**src/rtl/mem_stage_wb.sv**
```systemverilog
// ---------------------------------------------------------------------------
// mem_stage_wb
// MEM stage of a 5-stage pipeline plus the MEM/WB pipeline register.
// Resolves the branch decision combinationally, performs word-aligned
// data-memory loads/stores, flags misaligned accesses (sticky), and keeps
// saturating load/store counters.
//
// Ports
//   clk, rst            : clock, asynchronous active-high reset
//   in_branch_target    : branch target from EX
//   in_zf               : ALU zero flag
//   in_alu_result       : ALU result / data-memory byte address
//   in_store_data       : store data
//   in_write_reg        : destination register number
//   in_branch, in_mem_read, in_mem_write, in_reg_write, in_mem_to_reg
//                       : EX/MEM control bits
//   pc_src, flush       : branch taken (combinational)
//   branch_target       : pass-through of in_branch_target
//   out_read_data, out_alu_result, out_write_reg, out_reg_write,
//   out_mem_to_reg      : MEM/WB registered fields
//   misalign_err        : sticky misaligned-access flag
//   load_count, store_count : saturating access counters
// ---------------------------------------------------------------------------
module mem_stage_wb #(
    parameter int unsigned DEPTH_WORDS = 64,
    parameter int unsigned CNT_W       = 16
) (
    input  logic             clk,
    input  logic             rst,
    input  logic [31:0]      in_branch_target,
    input  logic             in_zf,
    input  logic [31:0]      in_alu_result,
    input  logic [31:0]      in_store_data,
    input  logic [4:0]       in_write_reg,
    input  logic             in_branch,
    input  logic             in_mem_read,
    input  logic             in_mem_write,
    input  logic             in_reg_write,
    input  logic             in_mem_to_reg,
    output logic             pc_src,
    output logic [31:0]      branch_target,
    output logic             flush,
    output logic [31:0]      out_read_data,
    output logic [31:0]      out_alu_result,
    output logic [4:0]       out_write_reg,
    output logic             out_reg_write,
    output logic             out_mem_to_reg,
    output logic             misalign_err,
    output logic [CNT_W-1:0] load_count,
    output logic [CNT_W-1:0] store_count
);

    localparam int unsigned AW = $clog2(DEPTH_WORDS);

    logic [31:0]      r_mem [DEPTH_WORDS];
    logic [31:0]      r_read_data;
    logic [31:0]      r_alu_result;
    logic [4:0]       r_write_reg;
    logic             r_reg_write;
    logic             r_mem_to_reg;
    logic             r_misalign_err;
    logic [CNT_W-1:0] r_load_count;
    logic [CNT_W-1:0] r_store_count;

    logic [AW-1:0]    w_idx;
    logic             w_aligned;
    logic             w_misalign;
    logic             w_rd_ok;
    logic             w_wr_ok;

    // Upper address bits are dropped, so addresses wrap modulo 4*DEPTH_WORDS.
    assign w_idx      = in_alu_result[AW+1:2];
    assign w_aligned  = (in_alu_result[1:0] == 2'b00);
    assign w_misalign = !w_aligned && (in_mem_read || in_mem_write);
    assign w_rd_ok    = in_mem_read  && w_aligned;
    assign w_wr_ok    = in_mem_write && w_aligned;

    assign pc_src        = in_branch && in_zf;
    assign flush         = pc_src;
    assign branch_target = in_branch_target;

    // Data array is never reset; rst only blocks a write on the same edge.
    always_ff @(posedge clk) begin
        if (!rst && w_wr_ok) begin
            r_mem[w_idx] <= in_store_data;
        end
    end

    // Read data comes straight from the array, so a simultaneous write
    // leaves the captured value as the pre-write contents.
    always_ff @(posedge clk or posedge rst) begin
        if (rst) begin
            r_read_data    <= '0;
            r_alu_result   <= '0;
            r_write_reg    <= '0;
            r_reg_write    <= 1'b0;
            r_mem_to_reg   <= 1'b0;
            r_misalign_err <= 1'b0;
            r_load_count   <= '0;
            r_store_count  <= '0;
        end else begin
            r_read_data  <= w_rd_ok ? r_mem[w_idx] : '0;
            r_alu_result <= in_alu_result;
            r_write_reg  <= in_write_reg;
            r_reg_write  <= in_reg_write && !w_misalign;
            r_mem_to_reg <= in_mem_to_reg;
            if (w_misalign) begin
                r_misalign_err <= 1'b1;
            end
            if (w_rd_ok && (r_load_count != '1)) begin
                r_load_count <= r_load_count + 1'b1;
            end
            if (w_wr_ok && (r_store_count != '1)) begin
                r_store_count <= r_store_count + 1'b1;
            end
        end
    end

    assign out_read_data  = r_read_data;
    assign out_alu_result = r_alu_result;
    assign out_write_reg  = r_write_reg;
    assign out_reg_write  = r_reg_write;
    assign out_mem_to_reg = r_mem_to_reg;
    assign misalign_err   = r_misalign_err;
    assign load_count     = r_load_count;
    assign store_count    = r_store_count;

endmodule

```
**config.mk**
```make
export PLATFORM = sky130hd
export DESIGN_NAME = mem_stage_wb
export DESIGN_NICKNAME = d
export VERILOG_FILES = /design/src/rtl/mem_stage_wb.sv
export SDC_FILE = /design/constraint.sdc
export NUM_CORES = 2
export LEC_CHECK = 0
export ABC_AREA = 1
export CELL_PAD_IN_SITES_DETAIL_PLACEMENT = 1
export CELL_PAD_IN_SITES_GLOBAL_PLACEMENT = 1
export CORE_MARGIN = 5
export CORE_UTILIZATION = 35
export DETAILED_ROUTE_END_ITERATION = 10
export PLACE_DENSITY_LB_ADDON = 0.1
export SLEW_MARGIN = 10
export SYNTH_ARGS = -nofsm -noshare
export SYNTH_HDL_FRONTEND = slang
export SYNTH_SLANG_ARGS = --single-unit
```
**constraint.sdc**
```tcl
create_clock -name clk -period 3.6 [get_ports clk]
set_input_delay 0.54 -clock clk [delete_from_list [all_inputs] [get_ports clk]]
set_output_delay 0.54 -clock clk [all_outputs]
set_load 0.1 [all_outputs]
```
==> results.md <==
* Outcome: completed
* Most area-hungry cell type in the Yosys netlist: edfxtp_1
* Final wirelength at between 300 and 400 mm
* Max-cap violation count at 0
* Synthesis Warnings at 0
* Die ar. at 266200 um2
* Starting density of the core at around a third
* DRC violation count after routing at 0
* CORE AREA at ~250000 um2
* Gr usage total at approximately 23%
* Reg area at approximately 64000 um2
* DR iter-0 viols at between 4000 and 5000
* R2R Setup Slk at ~1.3 ns
* Worst VDD drop at roughly 470 uV
* EDFF count, synth at around 2000
* Setup CP Type: flop to primary output
* Vias/cell at around 4.9
* Root Buffer: clkbuf_16
* Die Span Y at a little over 500 um
* Hpwl dp at between 150 and 200 mm
* First-pass GRT wire length at ~450 mm
* Fin Hold WS at approximately 0.062 ns
* R2R cell count at 10
* CP Capture Point: out_read_data[23]
* # rows at roughly 190
* Final worst-path cycle share at a little under nine tenths
* Max incr delay on CP at ~1.2 ns
* Max Root-Sink Buffers at 3
* Inserted Clock Buffers at around 240
* Nets@finish at about 9100
* Final setup fails at 0
* IO buf count at roughly 180
* Critical Path, Cell by Cell: clkdlybuf4s50_1
* Slew @ Worst Pin at 1.168 ns
* Layout cell share with drive strength beyond 1 at 8.441%
* Slew Limit Fails at 0
* Clk_lat worst skew at ~0.89 ns
* Post-layout min period at approximately 3.1 ns
* Reg-to-Reg End: out_read_data[17]
* Register area share after synthesis at between 70% and 80%
* Die Wd at approximately 520 um
* Gp weighted congestion at around 0.9
* RSZ-0062 raised after global routing: false
* Slew headroom at 22.12%
* Setup crit end kind: primary output
* Area growth from synthesis to layout at 17.49%
* Initial antenna violation count at 30
* GR Overflow Total at 0
* Antenna-violating nets left at 0
* Fillcell total at around 28000
* P_leak at approximately 43 nW
* Syn Area/Cell at 10.30 um2
* Critical Path Stages at 1
* Cell area after layout at approximately 110000 um2
* Final Hold Fails at 0
* Async SR Flop Fraction at 4.833%
* Pin count of the biggest net entering global routing at between 100 and 150
* PostCTS Resize Cnt at 0
* CTS sink count at about 2200
* Synth top cells by count: nand2_1 (5740), edfxtp_1 (2048), buf_2 (258)
* Netlist Area Pre-Place at ~90000 um2
* Post-Syn Nets at 8808
* Largest cells by area after synthesis: edfxtp_1 (69%), nand2_1 (24%), dfrtp_1 (2.9%)
* Power per Cell Area at about 530 nW/um2
* Gate Count Post-Synth at between 8000 and 9000
* Worst Path Max Fanout at 1
* Area occupied by multi-input gates at roughly 24000 um2
* Worst EP required at slightly above 3 ns
* Largest register FFs at a little over 2000
* Hold WC Path Type: input port to flop
* CP startpoint kind: flop
* Htree depth at 4
* Detailed Routing Iterations Pass 1 at 5
* CP max-delay cell: clkdlybuf4s50_1
* Reg2reg start: r_mem[47][17]
* Peak Freq at approximately 330 MHz
* Vias in the first global route at ~64000
* Worst path arrival time at between 2 and 3 ns
* Post-synth top area share at between 60% and 70%
* Clk_skew at roughly 0.045 ns
* Post-synthesis sequential element count at 2152
* CTS clk-pin slew, worst paths at approximately 0.060 ns
* Crit path max-delay family: buffers and inverters
* Routed WL per cell at 24.96 um
* Placed inst area at 97560 um2
* Yosys cell types at 26
* Post-CTS setup buffer count at 0
* Top FF cell, synth: edfxtp_1
* IO Pins at 247
* CTS tree: done
* Most frequent cell after synthesis: nand2_1
* Routed vias at between 60000 and 70000
* Biggest register: r_mem
* Worst Path Buf+Inv at 1
* CP Launch Point: out_read_data[23]
cell families (layout without fill, tap and decap cells):
family | Yosys count | count (layout) | synth area share (%)
buffers and inverters | 508 | 980 | 2.743
and+or+nand+nor | 5954 | 5954 | 25.08
AOI/OAI and AO/OA | 52 | 52 | 0.3128
DFF | 2152 | 2152 | 71.55
xor gates and xnor gates | 29 | 29 | 0.2835
other | 0 | 16 | 0
adders and majority gates | 2 | 2 | 0.02793
where the power goes:
part	internal [mW]	total, mW	switching [mW]
Sequential	27.5	27.6	0.0917
Combinational	0.985	4.48	3.50
Clock	13.6	24.1	10.4
through the flow:
stage / setup WS, ns / util (%) / power [mW] / TNS (ns) / cells
after floorplan: 0.3278 / - / 30.57 / 0 / 8697
after detailed placement: -0.08184 / 38.35 / 32.64 / -0.1221 / 12084
after global routing: 0.4341 / 41.36 / 58.14 / 0 / 12537
after CTS: 0.4524 / 41.36 / 56.76 / 0 / 12535
final: 0.5233 / 41.38 / 56.15 / 0 / 12551
after global placement: -0.04955 / 38.35 / 32.61 / -0.08619 / 12084
layout by cell type, fill, tap and decap left out, types with 2 or more instances in the layout:
master	synthesis	final
nand2_1	5740	5740
clkinv_16	0	5
clkbuf_8	0	4
clkinvlp_4	0	10
clkinv_1	0	60
inv_1	48	47
clkdlybuf4s50_1	0	119
or2_2	5	5
clkbuf_16	0	241
nor2_4	0	64
o211ai_1	8	8
nor3_1	9	8
buf_12	0	130
edfxtp_1	2048	2048
bufinv_16	0	18
nor2_1	163	99
buf_2	258	29
a21oi_1	33	33
dfrtp_1	104	104
buf_8	0	3
o21ai_0	9	9
ha_1	2	2
o21ai_1	2	2
nor3_2	8	2
inv_8	0	2
dlygate4sd3_1	0	2
inv_16	0	4
xnor2_1	9	9
inv_6	0	5
clkinv_2	0	46
xor2_1	20	20
buf_4	56	197
diode_2	0	16
nand3_1	19	19
nor3_4	0	7
clkbuf_1	102	57
nand4_1	8	8
routing by layer:
metal | GRT usage (%) | wire, um | vias up
met5 | 0 | 20 | -
met4 | 6.919 | 10010 | 2
met3 | 3.096 | 14120 | 365
met2 | 37.13 | 142900 | 1340
met1 | 32.86 | 146200 | 31712
li1 | - | - | 28649
cell type report:
class | count | share of cell area [%]
well taps | 3366 | 4.001
diodes | 16 | 0.03804
clock buffers | 302 | 5.985
repair buffers | 480 | 5.209
multi-input cells | 6037 | 22.38
inverters | 51 | 0.2163
flip-flops and latches | 2152 | 60.90
clock inverters | 147 | 1.266
worst min path at each step:
stage | from | endpoint | depth (start not counted)
after floorplan | in_alu_result[0] | out_alu_result[0] | 0
after global placement | misalign_err | misalign_err | 1
after detailed placement | misalign_err | misalign_err | 1
after CTS | in_alu_result[2] | out_alu_result[2] | 2
after global routing | in_alu_result[2] | out_alu_result[2] | 2
final | in_alu_result[2] | out_alu_result[2] | 2
repair_timing:
| action | CTS | global route |
|---|---|---|
| endpoints found under the hold margin | 8 | 0 |
| endpoints found under the setup margin | 0 | 0 |
| hold buffers | 2 | 0 |
(Power assumes the default switching activity.)
